==> config.mk <==
export PLATFORM = sky130hd
export DESIGN_NAME = issue_ctrl
export DESIGN_NICKNAME = d
export VERILOG_FILES = /design/src/rtl/tinker_pkg.sv /design/src/rtl/wb_scoreboard.sv /design/src/rtl/issue_ctrl.sv
export SDC_FILE = /design/constraint.sdc
export NUM_CORES = 1
export LEC_CHECK = 0
export BUFFER_PORTS_ARGS = -buffer_cell sky130_fd_sc_hd__buf_4
export CAP_MARGIN = 5
export CORE_MARGIN = 5
export CORE_UTILIZATION = 52
export CTS_CLUSTER_DIAMETER = 50
export CTS_CLUSTER_SIZE = 30
export DETAILED_ROUTE_END_ITERATION = 12
export GPL_TIMING_DRIVEN = 1
export PLACE_DENSITY = 0.88
export SETUP_SLACK_MARGIN = 0.1
export SLEW_MARGIN = 10
export SYNTH_ARGS = -nofsm -noshare
export SYNTH_HDL_FRONTEND = slang
export SYNTH_SLANG_ARGS = --single-unit
export TNS_END_PERCENT = 10
==> constraint.sdc <==
create_clock -name clk -period 4.3 [get_ports clk]
set_clock_uncertainty 0.1 [all_clocks]
set_input_delay 0.86 -clock clk [delete_from_list [all_inputs] [get_ports clk]]
set_output_delay 0.86 -clock clk [all_outputs]
set_load 0.01 [all_outputs]
==> src/rtl/tinker_pkg.sv <==
// Shared Tinker definitions: opcodes, instruction field positions, issue FSM states
// and the combinational operand/destination decoder used by the issue stage.
package tinker_pkg;

  localparam logic [4:0] OP_ADD = 5'h00;
  localparam logic [4:0] OP_SUB = 5'h02;
  localparam logic [4:0] OP_AND = 5'h06;
  localparam logic [4:0] OP_OR  = 5'h07;
  localparam logic [4:0] OP_XOR = 5'h08;
  localparam logic [4:0] OP_NOT = 5'h09;
  localparam logic [4:0] OP_SHL = 5'h0A;
  localparam logic [4:0] OP_MOV = 5'h17;
  localparam logic [4:0] OP_LD  = 5'h1D;
  localparam logic [4:0] OP_ST  = 5'h1E;
  localparam logic [4:0] OP_NOP = 5'h1F;

  localparam logic [31:0] NOP_WORD = 32'h0000001F;

  localparam int OP_LSB = 0;
  localparam int A_LSB  = 5;
  localparam int B_LSB  = 10;
  localparam int C_LSB  = 15;

  typedef enum logic [1:0] {RUN, DRAIN, HALTED} state_t;

  typedef struct packed {
    logic       legal;
    logic       has_dest;
    logic [4:0] dest;
    logic       src0_v;
    logic [4:0] src0;
    logic       src1_v;
    logic [4:0] src1;
  } decode_t;

  function automatic decode_t decode_instr(input logic [31:0] word);
    decode_t    d;
    logic [4:0] op;
    logic [4:0] fa;
    logic [4:0] fb;
    logic [4:0] fc;
    op = word[OP_LSB +: 5];
    fa = word[A_LSB +: 5];
    fb = word[B_LSB +: 5];
    fc = word[C_LSB +: 5];
    d = '0;
    d.legal = 1'b1;
    case (op)
      OP_ADD, OP_SUB, OP_AND, OP_OR, OP_XOR, OP_SHL: begin
        d.has_dest = 1'b1; d.dest = fa;
        d.src0_v = 1'b1; d.src0 = fb;
        d.src1_v = 1'b1; d.src1 = fc;
      end
      OP_NOT: begin
        d.has_dest = 1'b1; d.dest = fa;
        d.src0_v = 1'b1; d.src0 = fb;
      end
      OP_MOV: begin
        d.has_dest = 1'b1; d.dest = fa;
      end
      OP_ST: begin
        d.src0_v = 1'b1; d.src0 = fa;
        d.src1_v = 1'b1; d.src1 = fb;
      end
      OP_LD: begin
        d.has_dest = 1'b1; d.dest = fb;
        d.src0_v = 1'b1; d.src0 = fa;
      end
      OP_NOP: ;
      default: d.legal = 1'b0;
    endcase
    return d;
  endfunction

endpackage

==> src/rtl/wb_scoreboard.sv <==
// Shift-register scoreboard of pending register-file writebacks; flags a hazard when
// either source address matches a pending destination.
module wb_scoreboard
  import tinker_pkg::*;
#(
  parameter int DEPTH = 4
) (
  input  logic       clk,
  input  logic       rst,
  input  logic       push_v,
  input  logic [4:0] push_addr,
  input  logic       src0_v,
  input  logic [4:0] src0,
  input  logic       src1_v,
  input  logic [4:0] src1,
  output logic       hazard,
  output logic       empty
);

  // A writeback is readable in the register stage DEPTH cycles after issue, so the
  // entry retires on the edge it becomes visible: DEPTH-1 live stages remain.
  localparam int STAGES = (DEPTH > 1) ? DEPTH - 1 : 1;

  logic [STAGES-1:0] v_reg;
  logic [4:0]        addr_reg [STAGES];
  logic [STAGES-1:0] hit;

  always_ff @(posedge clk) begin
    if (rst) begin
      v_reg <= '0;
    end else begin
      v_reg[0] <= push_v;
      for (int i = 1; i < STAGES; i++) begin
        v_reg[i] <= v_reg[i-1];
      end
    end
    addr_reg[0] <= push_addr;
    for (int i = 1; i < STAGES; i++) begin
      addr_reg[i] <= addr_reg[i-1];
    end
  end

  for (genvar gi = 0; gi < STAGES; gi++) begin : g_hit
    assign hit[gi] = v_reg[gi] &&
                     ((src0_v && (src0 == addr_reg[gi])) ||
                      (src1_v && (src1 == addr_reg[gi])));
  end

  assign hazard = |hit;
  assign empty  = ~|v_reg;

endmodule

==> src/rtl/issue_ctrl.sv <==
// Issue controller between fetch and decode: accepts words over valid/ready, issues
// one word or a NOP bubble per cycle, stalls on RAW hazards and drains on halt.
module issue_ctrl
  import tinker_pkg::*;
#(
  parameter int DEPTH = 4,
  parameter int CNT_W = 16
) (
  input  logic             clk,
  input  logic             rst,
  input  logic             instr_valid,
  input  logic [31:0]      instr,
  output logic             instr_ready,
  input  logic             halt_req,
  output logic [31:0]      issue_instr,
  output logic             halted,
  output logic             illegal,
  output logic [CNT_W-1:0] stall_cnt
);

  decode_t    dec;
  state_t     state_reg, state_next;
  logic       hazard_raw;
  logic       hazard;
  logic       sb_empty;
  logic       accept;
  logic       push_v;
  logic       stall_inc;
  logic       illegal_next;
  logic [31:0] issue_next;

  logic [31:0]      issue_reg;
  logic             halted_reg;
  logic             illegal_reg;
  logic [CNT_W-1:0] stall_reg;

  assign dec    = decode_instr(instr);
  // Illegal words never wait on the scoreboard.
  assign hazard = hazard_raw && dec.legal;
  assign accept = instr_valid && instr_ready;
  assign push_v = accept && dec.has_dest;

  wb_scoreboard #(.DEPTH(DEPTH)) u_sb (
    .clk       (clk),
    .rst       (rst),
    .push_v    (push_v),
    .push_addr (dec.dest),
    .src0_v    (dec.src0_v),
    .src0      (dec.src0),
    .src1_v    (dec.src1_v),
    .src1      (dec.src1),
    .hazard    (hazard_raw),
    .empty     (sb_empty)
  );

  always_comb begin
    state_next   = state_reg;
    instr_ready  = 1'b0;
    issue_next   = NOP_WORD;
    illegal_next = 1'b0;
    stall_inc    = 1'b0;
    case (state_reg)
      RUN: begin
        instr_ready = !halt_req && !hazard;
        if (instr_valid && instr_ready) begin
          issue_next   = dec.legal ? instr : NOP_WORD;
          illegal_next = !dec.legal;
        end
        stall_inc = instr_valid && !instr_ready;
        if (halt_req) state_next = DRAIN;
      end
      DRAIN: begin
        if (sb_empty) state_next = HALTED;
      end
      HALTED: begin
        if (!halt_req) state_next = RUN;
      end
      default: state_next = RUN;
    endcase
  end

  always_ff @(posedge clk) begin
    if (rst) begin
      state_reg   <= RUN;
      issue_reg   <= NOP_WORD;
      halted_reg  <= 1'b0;
      illegal_reg <= 1'b0;
      stall_reg   <= '0;
    end else begin
      state_reg   <= state_next;
      issue_reg   <= issue_next;
      halted_reg  <= (state_next == HALTED);
      illegal_reg <= illegal_next;
      if (stall_inc && (stall_reg != '1)) stall_reg <= stall_reg + 1'b1;
    end
  end

  assign issue_instr = issue_reg;
  assign halted      = halted_reg;
  assign illegal     = illegal_reg;
  assign stall_cnt   = stall_reg;

endmodule

==> impl_results.md <==
* Area grow syn2layout at 27.34%
* Fmax at 0.2474 GHz
* CP most frequent cell: buf_4
* VDD IR max at 0.2393 mV
* Drt via density at about 5.6
* Starting Density at 53.87%
* Max reg flops at 32
* Slew Limit Fails at 0
* Maximum fanout along the worst path at 9
* DIE AREA at between 0.007 and 0.008 mm2
* Comb pwr share at 13.2%
* Total Power at 1.280 mW
* Worst-Margin Slew at 0.5986 ns
* Final setup viols at 0
* Hold Path Class: flip-flop to flip-flop
* Top cell type's share of synthesized area at 43.68%
* DRC Markers at 0
* Cell Area, Synth at between 0.003 and 0.004 mm2
* CTS Root Cell: clkbuf_8
* Flops & latches, synth at 70
* Nets@finish at 462
* CTS tree: built
* Crit path launch type: primary input
* GRT Overall Usage at 21.68%
* Vias in the first global route at 2720
* Leakage Power at between 1.5 and 2 nW
* Mapped Nets at 375
* Async S/R FF share, synth at 0%
* Area of the multi-input gates at 0.001722 mm2
* CTS Buf Count at 9
* Final ANT Viol Nets at 0
* Final period utilization at 94.02%
* Unrepaired setup endpoints after global routing: false
* Dominant synthesized flop cell: dfxtp_1
* Status: finished clean
* Routed len/inst at 16.18 um
* Largest stage delay, worst path at ~0.55 ns
* Crit-path slowest cell: or4_4
* Core Region at 0.005956 mm2
* # hold bufs at CTS at 0
* Reg power frac at 53.4%
* CTS H-tree lvls at 3
* CP required at 3.34 ns
* DR iter-0 viols at 213
* Routed WL at 8.156 mm
* Ant. Diodes at 0
* Distinct cell type count after synthesis at between 60 and 70
* Detailed-route via count at ~2800
* Final hold vios at 0
* Critical Path Sink Type: primary output
* I/O Buffers at between 80 and 90
* Post-synth top area cell: dfxtp_1
* Worst skew pair latency at 0.34 ns
* Pin count of the biggest net entering global routing at 32
* Post-layout minimum cycle time at 4.043 ns
* Int Pwr at 0.9506 mW
* Io pins at slightly below 90
* Sequential fraction of the synthesis area at 43.68%
* Most common cell after layout, fill and taps aside: buf_4
* Psw at 0.3298 mW
* CP delay by family, top: simple AND/OR/NAND/NOR gates
* Synth top area cells: dfxtp_1, and2_1, xor2_1
* Placer Congestion at 0.9687
* Power share of the clock group at roughly 34%
* Post-Syn Instances at 338
* Layout cells sized above 1 at around 29%
* Post-synth EDFFs at 0
* Commonest non-fill, non-tap cells in the layout: buf_4, dfxtp_1, and2_1
* Max_cap viols at 0
* Chip height at 88.55 um
* Final TNS setup at 0 ns
* Clock slew at the register clock pins of the worst setup and hold paths at around 0.060 ns
* Crit path DAT at 3.08 ns
* Dpl hpwl at 6.094 mm
* # fillers at between 400 and 500
* Slew headroom at 60.00%
* CTS sink count at 70
* Crit path buf inv count at 2
* First-pass GRT wire length at 13.06 mm
* GR Overflow Total at 0
* Initial antenna violation count at 0
* Worst-path cell chain: buf_4 -> nand3b_1 -> a21oi_4 -> a32o_2 -> xor2_1 -> nor4_1 -> or4_4 -> nor3_4 -> and2_1 -> buf_4
* Post-Syn Area per Cell at ~9.5 um2
* Synth warnings at 0
* # rows at 28
* PwrDens at 313.4 mW/mm2
* DRT Pass-1 Iters at 4
* CTS Buffer Depth at 2
* CP Class: primary input to primary output
* DIE WIDTH at around 90 um
* Switching Share at about 26%
* Sequential cell area at 0.001401 mm2
## Yosys cell counts (all sizes together), types with 7 or more instances
master,instances
xor2,12
nor2,16
mux2,7
xnor2,11
a21oi,14
nor3,13
nand2b,11
and3,12
dfxtp,70
nand2,14
nand3,8
nor2b,9
and2,31
buf,11
o21ai,9
## through the flow
| step | cell area, um2 | util, % | hold slack [ns] | cells | worst slack (ns) |
|---|---|---|---|---|---|
| finish | 4085 | 68.59 | 0.2920 | 504 | 0.2572 |
| floorplan | 3208 | - | 0.2682 | 338 | 0.5061 |
| detailed placement | 3899 | 65.46 | 0.2788 | 488 | 0.1199 |
| global route | 4085 | 68.59 | 0.3070 | 504 | 0.1302 |
| CTS | 4054 | 68.07 | 0.2971 | 503 | 0.1093 |
| global placement | 3899 | 65.46 | 0.2784 | 488 | 0.2632 |
## cell families (layout without fill, tap and decap cells)
kind of cell	Yosys count	count (layout)	synth area share [%]
flops	70	70	43.68
simple gates	144	144	26.44
xor+xnor	23	23	6.279
mux	8	8	3.003
fa+ha+maj	1	1	0.3900
compound gates	71	71	16.93
buf+inv	21	112	3.276
## per-layer routing
layer,GRT usage (%),share of wire (%)
met5,0,0
met4,10.16,2.4
met3,5.773,7.0
met2,36.23,49
met1,25.93,41
## area by class of cell
cell class / instances / area share [%]
tap: 75 / 2.297
sequential: 70 / 34.30
inverter: 5 / 0.4594
multi-input combinational: 247 / 42.14
clock buffer: 10 / 3.124
timing repair buffer: 92 / 17.00
clock inverter: 5 / 0.6738
## path summary, 6_finish.rpt
path | depth (start not counted) | to | startpoint | slack (ns)
setup / recovery | 10 | instr_ready | instr[3] | 0.26
hold / removal | 0 | u_sb.addr_reg[0][6] | u_sb.addr_reg[0][1] | 0.29
setup reg to reg | 9 | stall_cnt[11] | stall_cnt[3] | 1.55
hold reg to reg | 0 | u_sb.addr_reg[0][6] | u_sb.addr_reg[0][1] | 0.29
## power groups by stage
stage | sequential (mW) | clock, mW | combinational [mW]
after floorplan | 0.696 | 0 | 0.0962
after global placement | 0.696 | 0 | 0.161
after detailed placement | 0.697 | 0 | 0.165
after CTS | 0.683 | 0.442 | 0.165
after global routing | 0.685 | 0.473 | 0.183
final | 0.683 | 0.429 | 0.169
## timing repair
item | CTS | global route
endpoints found under the hold margin | 0 | 0
gates resized for setup | 0 | 5
buffers inserted | 0 | 1
endpoints found under the setup margin | 0 | 1
Power figures use the tool's default switching activity.
